File: config.mk
export PLATFORM = sky130hd
export DESIGN_NAME = ram_cmd_arbiter
export DESIGN_NICKNAME = d
export VERILOG_FILES = /design/src/rtl/ram_cmd_arbiter.sv
export SDC_FILE = /design/constraint.sdc
export NUM_CORES = 1
export LEC_CHECK = 0
export ABC_AREA = 1
export CORE_MARGIN = 2
export CORE_UTILIZATION = 46
export DETAILED_ROUTE_END_ITERATION = 10
export GPL_TIMING_DRIVEN = 0
export PLACE_DENSITY = 0.93
export REMOVE_ABC_BUFFERS = 1
export SETUP_SLACK_MARGIN = 0.15
export SLEW_MARGIN = 20
export SYNTH_ARGS = -nofsm -noshare
export SYNTH_HDL_FRONTEND = slang
export SYNTH_SLANG_ARGS = --single-unit
File: constraint.sdc
create_clock -name clk -period 4.6 [get_ports clk]
set_input_delay 1.38 -clock clk [delete_from_list [all_inputs] [get_ports clk]]
set_output_delay 1.38 -clock clk [all_outputs]
set_load 0.03 [all_outputs]
File: src/rtl/ram_cmd_arbiter.sv
// rtl/ram_cmd_arbiter.sv - round-robin two-requester front end for the command-driven RAM
// Expands whole read/write transactions into {opcode, payload} RAM commands and returns responses.
module ram_cmd_arbiter #(
  parameter int TIMEOUT   = 4,
  parameter int ADDR_SIZE = 8
) (
  input  logic                     clk,
  input  logic                     rst,
  input  logic [1:0]               req_valid,
  input  logic [1:0]               req_we,
  input  logic [2*ADDR_SIZE-1:0]   req_addr,
  input  logic [2*ADDR_SIZE-1:0]   req_wdata,
  output logic [1:0]               req_ready,
  output logic [1:0]               rsp_valid,
  output logic [1:0]               rsp_err,
  output logic [ADDR_SIZE-1:0]     rsp_rdata,
  output logic [ADDR_SIZE+1:0]     ram_din,
  output logic                     ram_rx_valid,
  input  logic [ADDR_SIZE-1:0]     ram_dout,
  input  logic                     ram_tx_valid,
  output logic                     busy
);

  localparam int CW = (TIMEOUT < 1) ? 1 : $clog2(TIMEOUT + 1);
  localparam logic [CW-1:0] CNT_MAX = CW'(TIMEOUT);

  typedef enum logic [2:0] {
    IDLE, WR_ADDR, WR_DATA, RD_ADDR, RD_CMD, RD_WAIT, RESP
  } state_e;

  state_e               state_q, state_d;
  logic                 gnt_q, gnt_d;
  logic                 we_q, we_d;
  logic                 last_q, last_d;
  logic                 err_q, err_d;
  logic [ADDR_SIZE-1:0] addr_q, addr_d;
  logic [ADDR_SIZE-1:0] wdata_q, wdata_d;
  logic [ADDR_SIZE-1:0] rdata_q, rdata_d;
  logic [CW-1:0]        cnt_q, cnt_d;
  logic                 win;

  // On a tie the requester that did not win last time is served.
  assign win = (&req_valid) ? ~last_q : req_valid[1];

  always_ff @(posedge clk) begin
    if (rst) begin
      state_q <= IDLE;
      gnt_q   <= 1'b0;
      we_q    <= 1'b0;
      last_q  <= 1'b1;
      err_q   <= 1'b0;
      addr_q  <= '0;
      wdata_q <= '0;
      rdata_q <= '0;
      cnt_q   <= '0;
    end else begin
      state_q <= state_d;
      gnt_q   <= gnt_d;
      we_q    <= we_d;
      last_q  <= last_d;
      err_q   <= err_d;
      addr_q  <= addr_d;
      wdata_q <= wdata_d;
      rdata_q <= rdata_d;
      cnt_q   <= cnt_d;
    end
  end

  always_comb begin
    state_d      = state_q;
    gnt_d        = gnt_q;
    we_d         = we_q;
    last_d       = last_q;
    err_d        = err_q;
    addr_d       = addr_q;
    wdata_d      = wdata_q;
    rdata_d      = rdata_q;
    cnt_d        = cnt_q;
    req_ready    = 2'b00;
    rsp_valid    = 2'b00;
    rsp_err      = 2'b00;
    rsp_rdata    = '0;
    ram_din      = '0;
    ram_rx_valid = 1'b0;
    busy         = (state_q != IDLE);

    case (state_q)
      IDLE: begin
        if (!rst && (|req_valid)) begin
          req_ready[win] = 1'b1;
          gnt_d          = win;
          last_d         = win;
          we_d           = req_we[win];
          addr_d         = win ? req_addr[2*ADDR_SIZE-1:ADDR_SIZE] : req_addr[ADDR_SIZE-1:0];
          wdata_d        = win ? req_wdata[2*ADDR_SIZE-1:ADDR_SIZE] : req_wdata[ADDR_SIZE-1:0];
          rdata_d        = '0;
          err_d          = 1'b0;
          state_d        = req_we[win] ? WR_ADDR : RD_ADDR;
        end
      end
      WR_ADDR: begin
        ram_din      = {2'b00, addr_q};
        ram_rx_valid = 1'b1;
        state_d      = WR_DATA;
      end
      WR_DATA: begin
        ram_din      = {2'b01, wdata_q};
        ram_rx_valid = 1'b1;
        state_d      = RESP;
      end
      RD_ADDR: begin
        ram_din      = {2'b10, addr_q};
        ram_rx_valid = 1'b1;
        state_d      = RD_CMD;
      end
      RD_CMD: begin
        ram_din      = {2'b11, {ADDR_SIZE{1'b0}}};
        ram_rx_valid = 1'b1;
        cnt_d        = '0;
        state_d      = RD_WAIT;
      end
      RD_WAIT: begin
        if (ram_tx_valid) begin
          rdata_d = ram_dout;
          err_d   = 1'b0;
          state_d = RESP;
        end else if (cnt_q == CNT_MAX) begin
          rdata_d = '0;
          err_d   = 1'b1;
          state_d = RESP;
        end else begin
          cnt_d = cnt_q + CW'(1);
        end
      end
      RESP: begin
        rsp_valid[gnt_q] = 1'b1;
        rsp_err[gnt_q]   = err_q;
        rsp_rdata        = rdata_q;
        state_d          = IDLE;
      end
      default: state_d = IDLE;
    endcase
  end

endmodule
Yosys cells after proc, flatten, opt, wreduce, memory -nomap -nowiden
Cells that the tools add are included.
{"block": "word_totals", "out_inout_bits": 26, "reg_bits": 33}
{"block": "classes", "magnitude_cmp": 4, "n_mux": 32, "n_addsub": 1, "reduce_logical": 15, "n_bitwise": 2, "n_eq_ne": 11}
{"cell": "8-bit 2-to-1 mux", "count": 6}
{"cell": "10-bit case mux with 4 select lines", "count": 1}
{"cell": "3-bit case mux with 6 select lines", "count": 1}
{"cell": "8-bit case mux with 2 select lines", "count": 1}
{"cell": "3-bit 2-to-1 mux", "count": 5}
{"cell": "3-bit equality test (second input constant)", "count": 4}
{"cell": "2-bit 2-to-1 mux", "count": 5}
{"cell": "1-bit 2-to-1 mux", "count": 9}
{"cell": "3-bit by 2-bit equality test with 1-bit output (second input constant)", "count": 2}
{"cell": "2-bit != test (second input constant)", "count": 3}
{"cell": "3-bit case mux with 2 select lines", "count": 1}
{"cell": "2-bit AND reduction", "count": 3}
{"cell": "3-bit AND reduction", "count": 2}
{"cell": "1-bit by 2-bit less-than comparator with 1-bit output (second input constant)", "count": 2}
{"cell": "2-bit nonzero test", "count": 2}
{"cell": "4-bit OR reduction", "count": 1}
{"cell": "3-bit by 1-bit adder with 3-bit output (second input constant)", "count": 1}
{"cell": "3-bit by 1-bit equality test with 1-bit output (second input constant)", "count": 1}
{"cell": "1-bit logical AND", "count": 3}
{"cell": "3-bit logical NOT", "count": 1}
{"cell": "3-bit != test (second input constant)", "count": 1}
{"cell": "3-bit nonzero test", "count": 1}
{"cell": "2-bit AND", "count": 1}
{"cell": "1-bit demux with 1-bit select", "count": 2}
{"cell": "5 further kinds", "count": 6}

Logic depth before layout (Yosys ltp)
Gate-level depths: netlist of the first run.
{"block": "depth", "word_depth": 8, "mapped_depth": 9}

Worst setup path before layout of the first run
OpenSTA, ideal clock, no wires.
{"block": "synth_timing", "path_type": "input-to-output", "from": "input port rst", "to": "output port req_ready[0]", "t_arrival_ns": 2.355, "n_path_buf": 2, "path_slack_ns": 0.865, "path_stages": 5, "cell_sequence": "buf_2 > nor2_1 > nand2_4 > buf_6 > nor2_1"}
{"block": "synth_between", "elab_chain_len": 4}
{"element": "start, declared", "line": "8", "source": "input logic rst,"}
{"element": "1-bit logical NOT", "line": "89", "source": "if (!rst && (|req_valid)) begin"}
{"element": "1-bit logical AND", "line": "89"}
{"element": "2-bit 2-to-1 mux", "line": "89"}
{"element": "2-bit 2-to-1 mux", "line": "87", "source": "case (state_q)"}
{"element": "end, declared", "line": "13", "source": "output logic [1:0] req_ready,"}
Every way passes these cells.

Worst setup path after layout of the first run
{"block": "layout_timing", "from": "input port req_valid[1]", "to": "output port req_ready[1]"}
{"block": "layout_between", "elab_chain_len": 8, "elab_cells_between_ends": 11, "classes_between": "order compare (2); mux (5); reduce/logical (4)"}
{"element": "start, declared", "line": "9", "source": "input logic [1:0] req_valid,"}
{"element": "2-bit AND reduction", "line": "43", "source": "assign win = (&req_valid) ? ~last_q : req_valid[1];"}
{"element": "1-bit 2-to-1 mux", "line": "43"}
{"element": "1-bit by 2-bit less-than comparator with 1-bit output (implied by the code) / 1-bit >= comparator (equally long branches)", "line": "90", "source": "req_ready[win] = 1'b1;"}
{"element": "1-bit logical AND (implied by the code)", "line": "90"}
{"element": "1-bit 2-to-1 mux (implied by the code)", "line": "90"}
{"element": "1-bit demux with 1-bit select", "line": "90"}
{"element": "2-bit 2-to-1 mux *", "line": "89"}
{"element": "2-bit 2-to-1 mux *", "line": "87"}
Mark *: on every way between the ends. The rest lies on a longest branch, timed or not.

==> flow_summary_export.csv, run 1 <==
group,metric,value,unit
yosys,postSynthAreaPerCell,6.21,µm²
yosys,synth-seq-cells,33,
sta,finClkSkew,0.00374,ns
floorplan,die_w,66.7,µm
clock_network,cts_tree,"yes",
floorplan,floorplan.io_pins,73,
sta,period_needed,4.30,ns
power_and_ir_drop,p_int,0.000655,W
yosys,syn_area,0.00181,mm²
worst_setup_path,crit_path_start_kind,"input pin",
sta,finalSetupViolCount,0,
global_route,overflow,0,
floorplan,die_h,66.7,µm
drt,totalWireLength,4530,µm
sta,maxSlewHeadroom,0.601,
power_and_ir_drop,seq_power_share,0.320,
global_route,grt_pass1_vias,1727,
floorplan,initial_core_util,0.486,
sta,maxSlewViolCount,0,
worst_setup_path,required,3.22,ns
worst_setup_path,r2r_start,"state_q[2]",
yosys,yosys.area.top_type_share,0.366,
sta,fin_tns_setup,0,ns
power_and_ir_drop,clkPwrFrac,0.176,
drt,wl_per_cell,11.1,µm
place,dp_hpwl,3260,µm
worst_setup_path,critPathCaptureType,"output port",
worst_setup_path,path_max_fanout,20,
final_layout,fill_cells,336,
clock_network,cts_sinks,33,
clock_network,ctsHoldBuffers,0,
drt,drt_iter0_drc,104,
worst_setup_path,ff2ff_path_depth,7,
worst_setup_path,crit_type,"in2out",
sta,tightest_slew,0.599,ns
worst_setup_path,worstSetupStartpoint,"req_valid[1]",
sta,timing.final.crit_share,0.935,
global_route,groute.usage.overall,0.217,
yosys,synthTopCellsByArea,"dfxtp_1 37%, nand2_1 27%, a21oi_1 8.0%",
global_route,grt_max_degree,34,
yosys,ys_types,23,
worst_setup_path,crit_end,"req_ready[1]",
sta,finalHoldViolCount,0,
hold_path,min_delay_path_depth,2,
final_layout,final_nets,410,
clock_network,insertion_delay,0.28,ns
run_status,outcome,"completed",
power_and_ir_drop,p_per_area,452,mW/mm²
hold_path,hp-class,"reg2reg",
worst_setup_path,critical_path_arrival,2.92,ns
power_and_ir_drop,power,0.00118,W
clock_network,path_clk_slew,0.07,ns
power_and_ir_drop,p_switching,0.000520,W
yosys,postSynthCellCount,291,
power_and_ir_drop,ir_drop,246,µV
drt,remaining_drc_errors,0,
clock_network,cts_buffers,5,
yosys,yosys_warnings,0,
place,globalplace.congestion,0.908,
yosys,ys_seq_area_frac,0.366,
sta,rsz0062_at_grt,"false",
drt,ant_nets,0,
place,portBuffers,72,
final_layout,syn2layout_area_growth,44.0,%
power_and_ir_drop,combPwrFrac,0.504,
drt,via_per_inst,4.82,
job,maxCapViolations,0,
sta,fmax,233,MHz
global_route,grt_pass1_wl,7240,µm
clock_network,cts_buffer_depth,2,
worst_setup_path,r2r_end,"addr_q[0]",
clock_network,htreeDepth,2,
drt,drtPass1Iterations,4,
worst_setup_path,worst-r2r-setup-slack,3.19,ns
power_and_ir_drop,switching_share,0.442,
final_layout,drive_gt1_frac,0.0693,
power_and_ir_drop,p_leak,1.07,nW
global_route,antenna_found_initial,0,
floorplan,core-area,0.00372,mm²
final_layout,antennaDiodeCount,0,
drt,vias,1972,
sta,finalHoldWorstSlack,0.464,ns
yosys,synth_top_area_cell,"dfxtp_1",
floorplan,die_area,0.00444,mm²
clock_network,cts_root_buf,"clkbuf_8",
floorplan,num_rows,22,
clock_network,cts_setup_buffers,0,
==> layer usage <==
layer | routed length (µm) | global-route usage
met5 | 0 | 0
met2 | 2120 | 0.391
met4 | 99 | 0.102
met1 | 1820 | 0.225
met3 | 489 | 0.0726
==> power by group through the flow <==
stage	clock (W)	combinational, W	sequential (W)
6_report	0.000206	0.000592	0.000376
3_3_place_gp	0	0.000582	0.000380
2_1_floorplan	0	0.000386	0.000375
3_5_place_dp	0	0.000594	0.000383
4_1_cts	0.000212	0.000597	0.000376
5_1_grt	0.000224	0.000652	0.000381
==> registers in the layout (all words and copies together) (netlist names) <==
name and flops:
addr_q 8, cnt_q 3, err_q 1, gnt_q 1
last_q 1, rdata_q 8, state_q 3, wdata_q 8
==> layout by cell type (no fill, tap or decap), drive strengths merged <==
cell and n:
o211ai 1, nand3 13, nor3 2, buf 1, clkdlybuf4s50 69, nand2 132, a21oi 29, nor2 21
o21ai 11, a211oi 1, clkinv 3, ha 3, inv 33, or2 1, dfxtp 33, clkbuf 8
==> synthesized netlist by cell type <==
| master | number |
|---|---|
| buf_2 | 3 |
| nor2_2 | 1 |
| nand2_1 | 129 |
| nor2_4 | 1 |
| inv_1 | 29 |
| nand3_2 | 1 |
| a21oi_1 | 29 |
| or2_2 | 1 |
| dfxtp_1 | 33 |
| nand3_1 | 12 |
| clkbuf_1 | 4 |
| o21ai_2 | 2 |
| a211oi_2 | 1 |
| o211ai_1 | 1 |
| buf_6 | 3 |
| nand2_4 | 2 |
| inv_2 | 4 |
| clkinv_2 | 1 |
| nand2_2 | 1 |
| ha_1 | 3 |
| nor3_1 | 2 |
| o21ai_0 | 9 |
| nor2_1 | 19 |
==> critical path, cell delays in order <==
cell	delay, ns
clkdlybuf4s50_1	0.58
nor2_1	0.07
nor2_1	0.17
nand2_4	0.19
clkinv_4	0.17
nand2_1	0.10
inv_1	0.07
clkbuf_2	0.19
==> how the worst min path moves through the flow <==
stage	end	slack (ns)	start
after floorplan	err_q	0.43	err_q
after global placement	rdata_q[7]	0.45	rdata_q[7]
after detailed placement	rdata_q[7]	0.45	rdata_q[7]
after CTS	rdata_q[7]	0.46	rdata_q[7]
after global routing	rdata_q[7]	0.48	rdata_q[7]
final	rdata_q[7]	0.46	rdata_q[7]
==> cell type report <==
type                            count  area (µm²)  area share
Clock buffer                        6        72.6      0.0279
Clock inverter                      2        10.0     0.00385
Inverter                           34         135      0.0519
Multi-Input combinational cell    214         958       0.368
Sequential cell                    33         661       0.254
Tap cell                           48        60.1      0.0231
Timing Repair Buffer               72         706       0.271
==> repair_timing <==
| item | 4_1_cts | 5_1_grt |
|---|---|---|
| endpoints found under the setup margin | 2 | 2 |
| endpoints found under the hold margin | 0 | 0 |
| gates resized for setup | 4 | 5 |
| pin swaps | 0 | 0 |
==> cells by family (layout without fill, tap and decap cells) <==
family / Yosys count / in the layout / share of synthesized area
simple gates: 169 / 169 / 0.381
buf+inv: 44 / 114 / 0.107
compound gates: 42 / 42 / 0.126
flops: 33 / 33 / 0.366
fa+ha+maj: 3 / 3 / 0.0208
==> metrics by stage <==
step,cell area [µm²],utilization,cells,setup slack [ns]
global placement,2520,0.679,401,-0.975
CTS,2610,0.701,409,0.117
finish,2600,0.700,409,0.299
floorplan,1740,-,281,0.915
detailed placement,2520,0.678,401,-0.240
global route,2600,0.700,409,0.178
Note: power is estimated with default switching activity, not from simulation.
==> run 2, diff against run 1 <==
--- a/config.mk
+++ b/config.mk
@@ -11,7 +11,6 @@
 export DETAILED_ROUTE_END_ITERATION = 10
 export GPL_TIMING_DRIVEN = 0
 export PLACE_DENSITY = 0.93
-export REMOVE_ABC_BUFFERS = 1
 export SETUP_SLACK_MARGIN = 0.15
 export SLEW_MARGIN = 20
 export SYNTH_ARGS = -nofsm -noshare
==> run 2 against run 1 <==
- die area is the same
- total power grew 3.6%
- utilization grew 1.4 points
- count of clock-buffer cells in the layout grew 1
- non-clock buffer count grew 9
- critical path type unchanged
- largest power group unchanged
- highest routed layer unchanged
==> flow_summary_export.csv, run 2 (synthesis results as in run 1) <==
group,metric,value,unit
drt,via_per_inst,4.85,
final_layout,largest_registers,"addr_q x8, rdata_q x8, wdata_q x8",
clock_network,htreeDepth,2,
clock_network,cts_tree,"yes",
sta,period_needed,4.30,ns
floorplan,die_w,66.7,µm
sta,finalSetupViolCount,0,
final_layout,fin_area,0.00265,mm²
final_layout,syn2layout_area_growth,46.9,%
floorplan,floorplan.io_pins,73,
sta,maxSlewHeadroom,0.644,
global_route,antenna_found_initial,0,
place,globalplace.congestion,0.840,
sta,finalHoldWorstSlack,0.461,ns
worst_setup_path,crit_path_start_kind,"input pin",
floorplan,core-area,0.00372,mm²
worst_setup_path,critPathCaptureType,"output port",
power_and_ir_drop,p_leak,1.10,nW
clock_network,insertion_delay,0.29,ns
clock_network,cts_sinks,33,
clock_network,cts_setup_buffers,0,
clock_network,path_clk_slew,0.06,ns
final_layout,final_nets,419,
sta,finalHoldViolCount,0,
place,dp.cells,410,
drt,drtPass1Iterations,4,
clock_network,cts_buffer_depth,2,
final_layout,final_cells,417,
floorplan,num_rows,22,
sta,timing.final.crit_share,0.934,
yosys,syn_nets,341,
floorplan,die_h,66.7,µm
global_route,grt_max_degree,11,
sta,maxSlewViolCount,0,
global_route,grt_pass1_wl,8110,µm
global_route,groute.usage.overall,0.244,
clock_network,cts_root_buf,"clkbuf_8",
worst_setup_path,crit_type,"in2out",
clock_network,cts_buffers,5,
floorplan,die_area,0.00444,mm²
final_layout,final_common_cell,"nand2_1",
job,maxCapViolations,0,
sta,finClkSkew,0.00649,ns
place,portBuffers,71,
final_layout,final_cell_mix,"129 x nand2_1, 69 x clkdlybuf4s50_1, 33 x dfxtp_1, 29 x inv_1, 29 x a21oi_1",
floorplan,initial_core_util,0.486,
sta,setup_slack,0.302,ns
hold_path,hp-class,"reg2reg",
worst_setup_path,path_max_fanout,10,
power_and_ir_drop,ir_drop,196,µV
worst_setup_path,required,3.22,ns
drt,vias,2023,
final_layout,fill_cells,293,
drt,remaining_drc_errors,0,
power_and_ir_drop,p_per_area,459,mW/mm²
run_status,outcome,"completed",
final_layout,antennaDiodeCount,0,
place,pre_cts_ws,-0.149,ns
worst_setup_path,critical_path_arrival,2.92,ns
place,dp_hpwl,3650,µm
sta,rsz0062_at_grt,"false",
place,place_area,0.00258,mm²
drt,ant_nets,0,
sta,fmax,233,MHz
global_route,grt_pass1_vias,1913,
global_route,overflow,0,
drt,totalWireLength,4810,µm
sta,tightest_slew,0.534,ns
drt,wl_per_cell,11.5,µm
drt,drt_iter0_drc,127,
final_layout,final_util,0.714,
final_layout,drive_gt1_frac,0.0786,
run 2: routing by layer:
| metal | routed length, µm | global-route usage |
|---|---|---|
| met2 | 2350 | 0.429 |
| met4 | 116 | 0.107 |
| met1 | 2050 | 0.273 |
| met5 | 0 | 0 |
| met3 | 297 | 0.0693 |
run 2: timing repair:
action                     4_1_cts  5_1_grt
cloned                           0        0
setup endpoints to repair        2        2
resized for setup                2        4
hold buffers                     0        0
run 2: final timing paths:
| kind | startpoint | to | slack (ns) | cells after the start |
|---|---|---|---|---|
| worst max-delay path | req_valid[0] | req_ready[0] | 0.30 | 7 |
| worst min register to register | rdata_q[2] | rdata_q[2] | 0.46 | 2 |
| worst min-delay path | rdata_q[2] | rdata_q[2] | 0.46 | 2 |
| worst max register to register | cnt_q[0] | cnt_q[2] | 3.08 | 8 |
run 2: metrics by stage:
stage | power [W] | TNS, ns
global placement | 0.000989 | -0.232
global route | 0.00130 | 0
detailed placement | 0.00100 | -0.253
CTS | 0.00122 | 0
floorplan | 0.000791 | 0
finish | 0.00122 | 0
run 2: layout make-up:
| cell class | count | area [µm²] | area share |
|---|---|---|---|
| multi-input combinational | 214 | 953 | 0.359 |
| tap | 48 | 60.1 | 0.0226 |
| buffer | 10 | 63.8 | 0.0240 |
| timing repair buffer | 71 | 701 | 0.264 |
| clock buffer | 7 | 86.3 | 0.0325 |
| inverter | 34 | 129 | 0.0486 |
| sequential | 33 | 661 | 0.249 |
run 2: worst max-delay path: stages:
cell             delay (ns)
clkdlybuf4s50_1        0.50
nand2_1                0.09
nand2_2                0.16
inv_2                  0.11
buf_2                  0.20
nor2_1                 0.22
clkbuf_2               0.25
run 2: power breakdown:
part | internal, W | switching [W] | leakage (nW) | total (W)
combinational | 0.000236 | 0.000382 | 0.784 | 0.000618
clock | 0.000119 | 0.000102 | 0.0443 | 0.000221
sequential | 0.000336 | 0.0000425 | 0.268 | 0.000378
total | 0.000690 | 0.000527 | 1.10 | 0.00122
